<file path="config.mk">
export PLATFORM = sky130hd
export DESIGN_NAME = f_pc_unit
export DESIGN_NICKNAME = d
export VERILOG_FILES = /design/src/rtl/pc_pkg.sv /design/src/rtl/f_branch_cmp.sv /design/src/rtl/f_pc_unit.sv
export SDC_FILE = /design/constraint.sdc
export NUM_CORES = 1
export LEC_CHECK = 0
export CAP_MARGIN = 30
export CORE_UTILIZATION = 40
export CTS_BUF_LIST = sky130_fd_sc_hd__clkbuf_8
export DETAILED_ROUTE_END_ITERATION = 10
export PLACE_DENSITY = 0.71
export SETUP_SLACK_MARGIN = 0.2
export SYNTH_ARGS = -nofsm -noshare
export SYNTH_HDL_FRONTEND = slang
export SYNTH_SLANG_ARGS = --single-unit
</file>
<file path="constraint.sdc">
create_clock -name i_clk -period 3.8 [get_ports i_clk]
set_clock_uncertainty 0.1 [all_clocks]
set_input_delay 0.57 -clock i_clk [delete_from_list [all_inputs] [get_ports i_clk]]
set_output_delay 0.57 -clock i_clk [all_outputs]
set_load 0.01 [all_outputs]
</file>
<file path="src/rtl/pc_pkg.sv">
// Shared types and constants for the fetch-stage next-PC unit.
package pc_pkg;

    localparam logic [31:0] DEF_RESET_VECTOR = 32'h0000_0000;

    typedef enum logic [1:0] {
        J_SEQ = 2'b00,
        J_JMP = 2'b01,
        J_JR  = 2'b10
    } jump_t;

    typedef enum logic [2:0] {
        B_NONE = 3'b000,
        B_EQ   = 3'b001,
        B_NE   = 3'b010,
        B_LEZ  = 3'b011,
        B_GTZ  = 3'b100,
        B_LTZ  = 3'b101,
        B_GEZ  = 3'b110
    } bop_t;

    typedef enum logic [1:0] {
        S_IDLE  = 2'b00,
        S_FETCH = 2'b01,
        S_WAIT  = 2'b10
    } fetch_state_t;

endpackage

</file>
<file path="src/rtl/f_branch_cmp.sv">
// Combinational branch-taken evaluator. Sign-vs-zero branches exist only
// when BRANCH_ZERO_EN is defined; otherwise those codes are never taken.
module f_branch_cmp
    import pc_pkg::*;
#(
    parameter int PC_W = 32
)(
    input  logic [2:0]      i_bop,
    input  logic [PC_W-1:0] i_rs,
    input  logic [PC_W-1:0] i_rt,
    output logic            o_taken
);

`ifdef BRANCH_ZERO_EN
    logic signed [PC_W-1:0] w_rs_s;
    assign w_rs_s = i_rs;
`endif

    always_comb begin
        o_taken = 1'b0;
        case (i_bop)
            B_EQ:    o_taken = (i_rs == i_rt);
            B_NE:    o_taken = (i_rs != i_rt);
`ifdef BRANCH_ZERO_EN
            B_LEZ:   o_taken = (w_rs_s <= 0);
            B_GTZ:   o_taken = (w_rs_s > 0);
            B_LTZ:   o_taken = (w_rs_s < 0);
            B_GEZ:   o_taken = (w_rs_s >= 0);
`endif
            default: o_taken = 1'b0;
        endcase
    end

endmodule

</file>
<file path="src/rtl/f_pc_unit.sv">
// Fetch-stage next-PC unit: owns the fetch PC, drives imem requests and
// resolves decode-stage jumps/branches. Optional macro: BRANCH_ZERO_EN.
module f_pc_unit
    import pc_pkg::*;
#(
    parameter int              PC_W         = 32,
    parameter logic [PC_W-1:0] RESET_VECTOR = DEF_RESET_VECTOR
)(
    input  logic            i_clk,
    input  logic            i_rst_n,
    input  logic            i_stall,
    input  logic [1:0]      i_con_jump,
    input  logic [2:0]      i_con_bop,
    input  logic [PC_W-1:0] i_id_pc4,
    input  logic [15:0]     i_id_imm,
    input  logic [25:0]     i_id_index,
    input  logic [PC_W-1:0] i_id_rs,
    input  logic [PC_W-1:0] i_id_rt,
    input  logic            i_imem_ready,
    output logic            o_imem_req,
    output logic [PC_W-1:0] o_imem_addr,
    output logic [PC_W-1:0] o_pc4,
    output logic            o_flush,
    output logic            o_redirect
);

    fetch_state_t    r_state, w_state_nxt;
    logic [PC_W-1:0] r_pc, w_pc_nxt;
    logic [PC_W-1:0] r_pc4, w_pc4_nxt;
    logic            r_flush;
    logic            r_pending, w_pending_nxt;
    logic [PC_W-1:0] r_pend_tgt, w_pend_tgt_nxt;

    logic            w_taken;
    logic            w_redirect;
    logic            w_req;
    logic [PC_W-1:0] w_pc_plus4;
    logic [PC_W-1:0] w_br_tgt;
    logic [PC_W-1:0] w_j_tgt;
    logic [PC_W-1:0] w_target;

    f_branch_cmp #(.PC_W(PC_W)) u_cmp (
        .i_bop   (i_con_bop),
        .i_rs    (i_id_rs),
        .i_rt    (i_id_rt),
        .o_taken (w_taken)
    );

    assign w_pc_plus4 = r_pc + PC_W'(4);
    assign w_br_tgt   = i_id_pc4 + {{(PC_W-18){i_id_imm[15]}}, i_id_imm, 2'b00};
    assign w_j_tgt    = {i_id_pc4[PC_W-1 -: 4], i_id_index, 2'b00};

    // jump code 11 falls through to the sequential/branch case
    always_comb begin
        w_target   = w_br_tgt;
        w_redirect = 1'b0;
        if (i_con_jump == J_JMP) begin
            w_target   = w_j_tgt;
            w_redirect = 1'b1;
        end else if (i_con_jump == J_JR) begin
            w_target   = i_id_rs;
            w_redirect = 1'b1;
        end else begin
            w_redirect = w_taken;
        end
        if (i_stall) w_redirect = 1'b0;
    end

    always_comb begin
        w_state_nxt    = r_state;
        w_pc_nxt       = r_pc;
        w_pc4_nxt      = r_pc4;
        w_pending_nxt  = r_pending;
        w_pend_tgt_nxt = r_pend_tgt;
        w_req          = 1'b0;
        case (r_state)
            S_IDLE: begin
                w_state_nxt = S_FETCH;
                if (w_redirect) w_pc_nxt = w_target;
            end
            S_FETCH: begin
                w_req = ~i_stall;
                if (w_req && i_imem_ready) begin
                    w_pc4_nxt = w_pc_plus4;
                    w_pc_nxt  = w_redirect ? w_target : w_pc_plus4;
                end else if (w_req) begin
                    w_state_nxt = S_WAIT;
                    if (w_redirect) w_pc_nxt = w_target;
                end
            end
            S_WAIT: begin
                // address must stay put until imem takes it; redirects are parked
                w_req = 1'b1;
                if (i_imem_ready) begin
                    w_pc4_nxt     = w_pc_plus4;
                    w_pc_nxt      = r_pending ? r_pend_tgt :
                                    (w_redirect ? w_target : w_pc_plus4);
                    w_pending_nxt = 1'b0;
                    w_state_nxt   = S_FETCH;
                end else if (w_redirect) begin
                    w_pending_nxt  = 1'b1;
                    w_pend_tgt_nxt = w_target;
                end
            end
            default: w_state_nxt = S_IDLE;
        endcase
    end

    always_ff @(posedge i_clk) begin
        if (!i_rst_n) begin
            r_state   <= S_IDLE;
            r_pc      <= RESET_VECTOR;
            r_pc4     <= RESET_VECTOR + PC_W'(4);
            r_flush   <= 1'b0;
            r_pending <= 1'b0;
        end else begin
            r_state   <= w_state_nxt;
            r_pc      <= w_pc_nxt;
            r_pc4     <= w_pc4_nxt;
            r_flush   <= w_redirect;
            r_pending <= w_pending_nxt;
        end
    end

    always_ff @(posedge i_clk) begin
        r_pend_tgt <= w_pend_tgt_nxt;
    end

    assign o_imem_req  = w_req;
    assign o_imem_addr = r_pc;
    assign o_pc4       = r_pc4;
    assign o_flush     = r_flush;
    assign o_redirect  = w_redirect;

endmodule

</file>
==> results of run 1 <==
## metrics by stage
stage	utilization, %	hold slack [ps]	power [µW]	instance area (µm²)	worst slack, ps
CTS	56.0	363	3610	10900	283
global route	56.0	386	3820	10900	203
floorplan	-	354	2200	7990	561
detailed placement	55.0	349	2950	10700	-82.5
global placement	55.0	343	2940	10700	-117
finish	56.0	362	3620	10900	297
## layout make-up
| cell class | count | area [µm²] |
|---|---|---|
| clock buffers | 9 | 124 |
| clock inverters | 7 | 57.6 |
| fillers | 1873 | 8590 |
| inverters | 22 | 82.6 |
| multi-input cells | 834 | 5310 |
| flip-flops and latches | 100 | 2320 |
| well taps | 265 | 332 |
| repair buffers | 285 | 2710 |
## timing repair
| action | CTS | global route |
|---|---|---|
| resized for setup | 4 | 1 |
| setup buffers | 0 | 0 |
| pin swaps | 3 | 0 |
| setup endpoints to repair | 1 | 3 |
## where the power goes
group          internal (µW)  switching (µW)
Combinational            748             857
Sequential              1210             148
Clock                    249             412
## registers in the layout, indices dropped and copies added (netlist names)
signal / cells
r_state: 2
o_pc4: 32
r_pending: 1
o_flush: 1
r_pend_tgt: 32
o_imem_addr: 32
## kinds of logic after synthesis
kind of cell / after synthesis
AO/OA/AOI/OAI: 391
buffers and inverters: 96
adder cells (fa/ha/maj): 35
flip-flops: 100
AND/OR/NAND/NOR: 319
multiplexers: 8
XOR/XNOR: 81
## metal layers
metal	vias to the layer above	wire, µm	global-route usage, %
li1	4314	-	-
met4	0	856	9.13
met3	44	2430	3.90
met5	-	0	0
met1	4210	13400	40.8
met2	516	13800	48.0
## worst reg2reg max path, delay by kind of cell (launching register included)
kind                       cells  cell delay, ps
buffers and inverters          2             360
adders and majority gates      1             420
AOI/OAI and AO/OA              2             200
DFF                            1             400
and+or+nand+nor                3            1150
## final timing paths
| kind | from | end | slack (ps) | cells past startpoint |
|---|---|---|---|---|
| worst max-delay path | i_id_rs[22] | o_redirect | 300 | 9 |
| worst min-delay path | o_pc4[0]$_SDFFE_PN0P_ | o_pc4[0]$_SDFFE_PN0P_ | 360 | 2 |
| worst max register to register | r_state[0]$_SDFFE_PN0P_ | o_imem_addr[31]$_SDFFE_PN0P_ | 1080 | 8 |
| worst min register to register | o_pc4[0]$_SDFFE_PN0P_ | o_pc4[0]$_SDFFE_PN0P_ | 360 | 2 |
## synthesized netlist by cell type, types with 20 or more instances
cell type	n	area [µm²]
xnor2_1	22	193
xor2_1	59	517
nand3_1	25	125
nand2_1	100	375
a21oi_1	107	536
nor2_1	90	338
a211oi_1	36	270
dfxtp_1	68	1360
nand4_1	20	125
nor3_1	20	100
o21ai_0	91	455
clkbuf_1	62	233
edfxtp_1	32	961
ha_1	34	425
==> results.sh, run 1 <==
export IMPL_die_area_mm2=0.0205
export IMPL_hold_class="reg2reg"
export IMPL_yosysWarnings=0
export IMPL_leakage_uw=0.00397
export IMPL_syn_inst=1030
export IMPL_globalplace_congestion=0.960
export IMPL_worst_pin_slew_ps=800
export IMPL_dpl_cell_count=1506
export IMPL_num_vias=9084
export IMPL_criticalPathCategory="in2out"
export IMPL_drc_errors=0
export IMPL_syn_avg_cell_area_um2=7.76
export IMPL_cts_buffers=9
export IMPL_ir_drop_mv=0.178
export IMPL_routed_wl_um=30400
export IMPL_grt_pass1_vias=8207
export IMPL_synth_xor_area_share_pct=8.88
export IMPL_ys_seq_elements=100
export IMPL_min_period_ps=3500
export IMPL_final_layout_size_suffix_gt1_share_pct=8.59
export IMPL_num_rows=51
export IMPL_grt_usage_pct=29.6
export IMPL_required_ps=3130
export IMPL_antenna_found_initial=0
export IMPL_start_util_pct=40.9
export IMPL_synth_compound_area_share_pct=31.9
export IMPL_cp_max_fo=2
export IMPL_layout_common_cells="clkdlybuf4s50_1, a21oi_1, nand2_1"
export IMPL_max_stage_delay_ps=440
export IMPL_fmax_mhz=285
export IMPL_drt_iter0_drc=838
export IMPL_die_w_um=143
export IMPL_ys_types=77
export IMPL_setup_viol=0
export IMPL_clkTransAtPathRegs_ps=100
export IMPL_firstDrtPassIters=6
export IMPL_grt_pass1_wl_um=46200
export IMPL_async_flop_share_pct=0
export IMPL_muxShareOfSynthArea_pct=1.02
export IMPL_grt_overflow=0
export IMPL_synthesis_area_mm2=0.00799
export IMPL_n_antenna_cell=0
export IMPL_clock_sinks=100
export IMPL_critical_path_buf_inv_count=4
export IMPL_p_per_area_mw_per_mm2=331
export IMPL_wire_per_inst_um=20.0
export IMPL_slowest_stage="clkdlybuf4s50_1"
export IMPL_worstPathCellList="clkdlybuf4s50_1 -> xor2_1 -> nor4_2 -> nand4_1 -> buf_4 -> o2111a_1 -> a311oi_4 -> inv_2 -> dlygate4sd2_1"
export IMPL_cpLargestDelayFamily="buffers and inverters"
export IMPL_timing_final_crit_share_pct=92.2
export IMPL_synth_top_family_by_area="compound AO/OA/AOI/OAI gates"
export IMPL_htree_num_levels=3
export IMPL_nets=1434
export IMPL_grt_max_degree=43
export IMPL_drtAntennaViolNets=0
export IMPL_syn_to_final_growth_pct=36.9
export IMPL_cts_tree="yes"
export IMPL_rsz0062_at_grt="no"
export IMPL_synthAdderAreaFrac_pct=5.58
export IMPL_synthSimpleGateAreaFrac_pct=18.7
export IMPL_maxSlewViolCount=0
export IMPL_vias_per_cell=5.97
export IMPL_fin_tns_setup_ps=0
export IMPL_drv_cap=0
export IMPL_final_common_cell="clkdlybuf4s50_1"
export IMPL_port_buffers=213
export IMPL_insertion_delay_ps=380
export IMPL_die_h_um=143
export IMPL_syn_nets=1212
export IMPL_cts_hold_buf=0
export IMPL_synth_top_flop_cell="dfxtp_1"
export IMPL_fin_cells=1522
export IMPL_io_pins=214
export IMPL_core_area_mm2=0.0195
export IMPL_cts_buffer_depth=2
export IMPL_synth_edf_count=32
export IMPL_outcome="finished clean"
export IMPL_seq_area_frac_synth_pct=29.1
export IMPL_cts_root_buffer="clkbuf_8"
export IMPL_dp_hpwl_um=23600
export IMPL_crit_path_end_kind="output port"
export IMPL_cp_data_arrival_time_ps=2830
export IMPL_slew_limit_headroom_pct=46.5
export IMPL_final_hold_viol_count=0
export IMPL_start_kind="input pin"
No activity file was read; power rests on OpenSTA's default activity.
==> run 2, diff against run 1 <==
--- a/config.mk
+++ b/config.mk
@@ -8,8 +8,10 @@
 export CAP_MARGIN = 30
 export CORE_UTILIZATION = 40
 export CTS_BUF_LIST = sky130_fd_sc_hd__clkbuf_8
+export CTS_CLUSTER_SIZE = 10
 export DETAILED_ROUTE_END_ITERATION = 10
-export PLACE_DENSITY = 0.71
+export PLACE_DENSITY = 0.68
+export RECOVER_POWER = 50
 export SETUP_SLACK_MARGIN = 0.2
 export SYNTH_ARGS = -nofsm -noshare
 export SYNTH_HDL_FRONTEND = slang
==> constraint.sdc (replaced) <==
create_clock -name i_clk -period 4.38 [get_ports i_clk]
set_clock_uncertainty 0.1 [all_clocks]
set_input_delay 0.657 -clock i_clk [delete_from_list [all_inputs] [get_ports i_clk]]
set_output_delay 0.657 -clock i_clk [all_outputs]
set_load 0.01 [all_outputs]
==> run 2 against run 1 <==
Against the previous run:
- the run now ends with max-capacitance violations, max-slew violations left
- via count fell by 1.4%
- power fell by 11%
- cell area fell by 1.5%
- final cell count fell by 1.5%
- global-route usage rose by 1.0 points
- die area did not move
- critical path type unchanged
- largest cell class unchanged
==> results.sh, run 2 (synthesis results as in run 1) <==
export IMPL_outcome="finished with violations"
export IMPL_violations="max-capacitance violations, max-slew violations"
export IMPL_setup_viol=0
export IMPL_leakage_uw=0.00403
export IMPL_vias_per_cell=5.97
export IMPL_grt_pass1_wl_um=47700
export IMPL_clkTransAtPathRegs_ps=90
export IMPL_ir_drop_mv=0.162
export IMPL_globalplace_congestion=0.966
export IMPL_antenna_found_initial=1
export IMPL_grt_usage_pct=30.6
export IMPL_drc_errors=0
export IMPL_die_w_um=143
export IMPL_cts_setup_buffers=0
export IMPL_cts_root_buffer="clkbuf_8"
export IMPL_port_buffers=213
export IMPL_nets=1411
export IMPL_cts_tree="yes"
export IMPL_wire_per_inst_um=20.9
export IMPL_cts_buffer_depth=2
export IMPL_final_hold_viol_count=0
export IMPL_htree_num_levels=3
export IMPL_cts_buffers=9
export IMPL_die_h_um=143
export IMPL_start_kind="input pin"
export IMPL_grt_pass1_vias=8254
export IMPL_required_ps=3620
export IMPL_p_per_area_mw_per_mm2=301
export IMPL_start_util_pct=40.9
export IMPL_slowest_stage="clkdlybuf4s50_1"
export IMPL_drt_iter0_drc=775
export IMPL_final_layout_size_suffix_gt1_share_pct=6.16
export IMPL_hold_class="reg2reg"
export IMPL_io_pins=214
export IMPL_min_period_ps=3950
export IMPL_final_core_util_pct=55.2
export IMPL_clock_sinks=100
export IMPL_cts_hold_buf=0
export IMPL_num_vias=8953
export IMPL_dp_hpwl_um=24500
export IMPL_grt_max_degree=59
export IMPL_cp_max_fo=2
export IMPL_worstPathCellList="clkdlybuf4s50_1 -> xor2_1 -> nor4_1 -> buf_4 -> nand4_1 -> o2111a_1 -> a311oi_4 -> inv_2 -> clkdlybuf4s50_1"
export IMPL_syn_to_final_growth_pct=34.8
export IMPL_ctsResizeCount=0
export IMPL_fillers=1946
export IMPL_core_area_mm2=0.0195
export IMPL_timing_final_crit_share_pct=90.2
export IMPL_drtAntennaViolNets=0
export IMPL_rsz0062_at_grt="no"
export IMPL_worst_pin_slew_ps=1560
export IMPL_routed_wl_um=31300
export IMPL_n_antenna_cell=0
export IMPL_criticalPathCategory="in2out"
export IMPL_maxSlewViolCount=37
export IMPL_final_common_cell="clkdlybuf4s50_1"
export IMPL_fmax_mhz=253
export IMPL_firstDrtPassIters=5
export IMPL_cpMostUsedCell="clkdlybuf4s50_1"
export IMPL_max_stage_delay_ps=510
export IMPL_num_rows=51
export IMPL_cp_data_arrival_time_ps=3190
export IMPL_layout_common_cells="clkdlybuf4s50_1, a21oi_1, nand2_1"
export IMPL_fin_tns_setup_ps=0
export IMPL_drv_cap=1
export IMPL_insertion_delay_ps=380
export IMPL_crit_path_end_kind="output port"
export IMPL_die_area_mm2=0.0205
export IMPL_grt_overflow=0
export IMPL_slew_limit_headroom_pct=-4.19
## run 2: cell types whose count changed in the layout (fill, tap and decap cells not counted), moves of 2 or more
cell,change
nor4_1,+3
clkdlybuf4s50_1,-67
buf_12,-2
clkinv_4,-2
clkbuf_1,+3
nor4_2,-3
bufinv_16,+3
inv_6,-3
dlygate4sd3_1,+68
buf_4,-24
## run 2: per-layer routing
layer | wire (µm) | vias to the layer above | GRT usage (%) | part of all wire, %
li1 | - | 4270 | - | -
met1 | 13400 | 4102 | 42.3 | 43
met2 | 14200 | 538 | 48.6 | 45
met3 | 2950 | 43 | 4.73 | 9.4
met4 | 800 | 0 | 10.1 | 2.6
met5 | 0 | - | 0 | 0
## run 2: area by class of cell
class	count	area (µm²)	area share [%]
inverters	22	82.6	0.767
multi-input cells	834	5290	49.1
repair buffers	262	2500	23.2
clock buffers	10	138	1.28
clock inverters	6	110	1.02
well taps	265	332	3.08
flip-flops and latches	100	2320	21.6
## run 2: power by group
part | internal (µW) | switching (µW) | total [µW] | leakage [µW]
Clock | 395 | 336 | 731 | 0.000121
Sequential | 1050 | 123 | 1170 | 0.000844
Combinational | 597 | 742 | 1340 | 0.00307
## run 2: per-stage QoR
step / hold slack, ps / std cells / setup slack (ps) / power, µW / instance area, µm²
floorplan: 354 / 1030 / 525 / 1910 / 7990
global placement: 342 / 1483 / 290 / 2530 / 10500
detailed placement: 346 / 1483 / 190 / 2540 / 10500
CTS: 359 / 1499 / 456 / 3270 / 10800
global route: 387 / 1499 / 263 / 3410 / 10800
finish: 352 / 1499 / 429 / 3240 / 10800
## run 2: critical path: cells and delay by family
family	cells	cell delay [ps]
AO/OA/AOI/OAI	2	640
AND/OR/NAND/NOR	2	420
XOR/XNOR	1	190
buffers and inverters	4	1280
## run 2: final timing paths
path | slack (ps) | cells past startpoint | to | from
worst max-delay path | 430 | 9 | o_redirect | i_id_rs[28]
worst min register to register | 350 | 2 | o_pc4[0]$_SDFFE_PN0P_ | o_pc4[0]$_SDFFE_PN0P_
worst min-delay path | 350 | 2 | o_pc4[0]$_SDFFE_PN0P_ | o_pc4[0]$_SDFFE_PN0P_
worst max register to register | 570 | 11 | o_imem_addr[28]$_SDFFE_PN0P_ | r_state[0]$_SDFFE_PN0P_
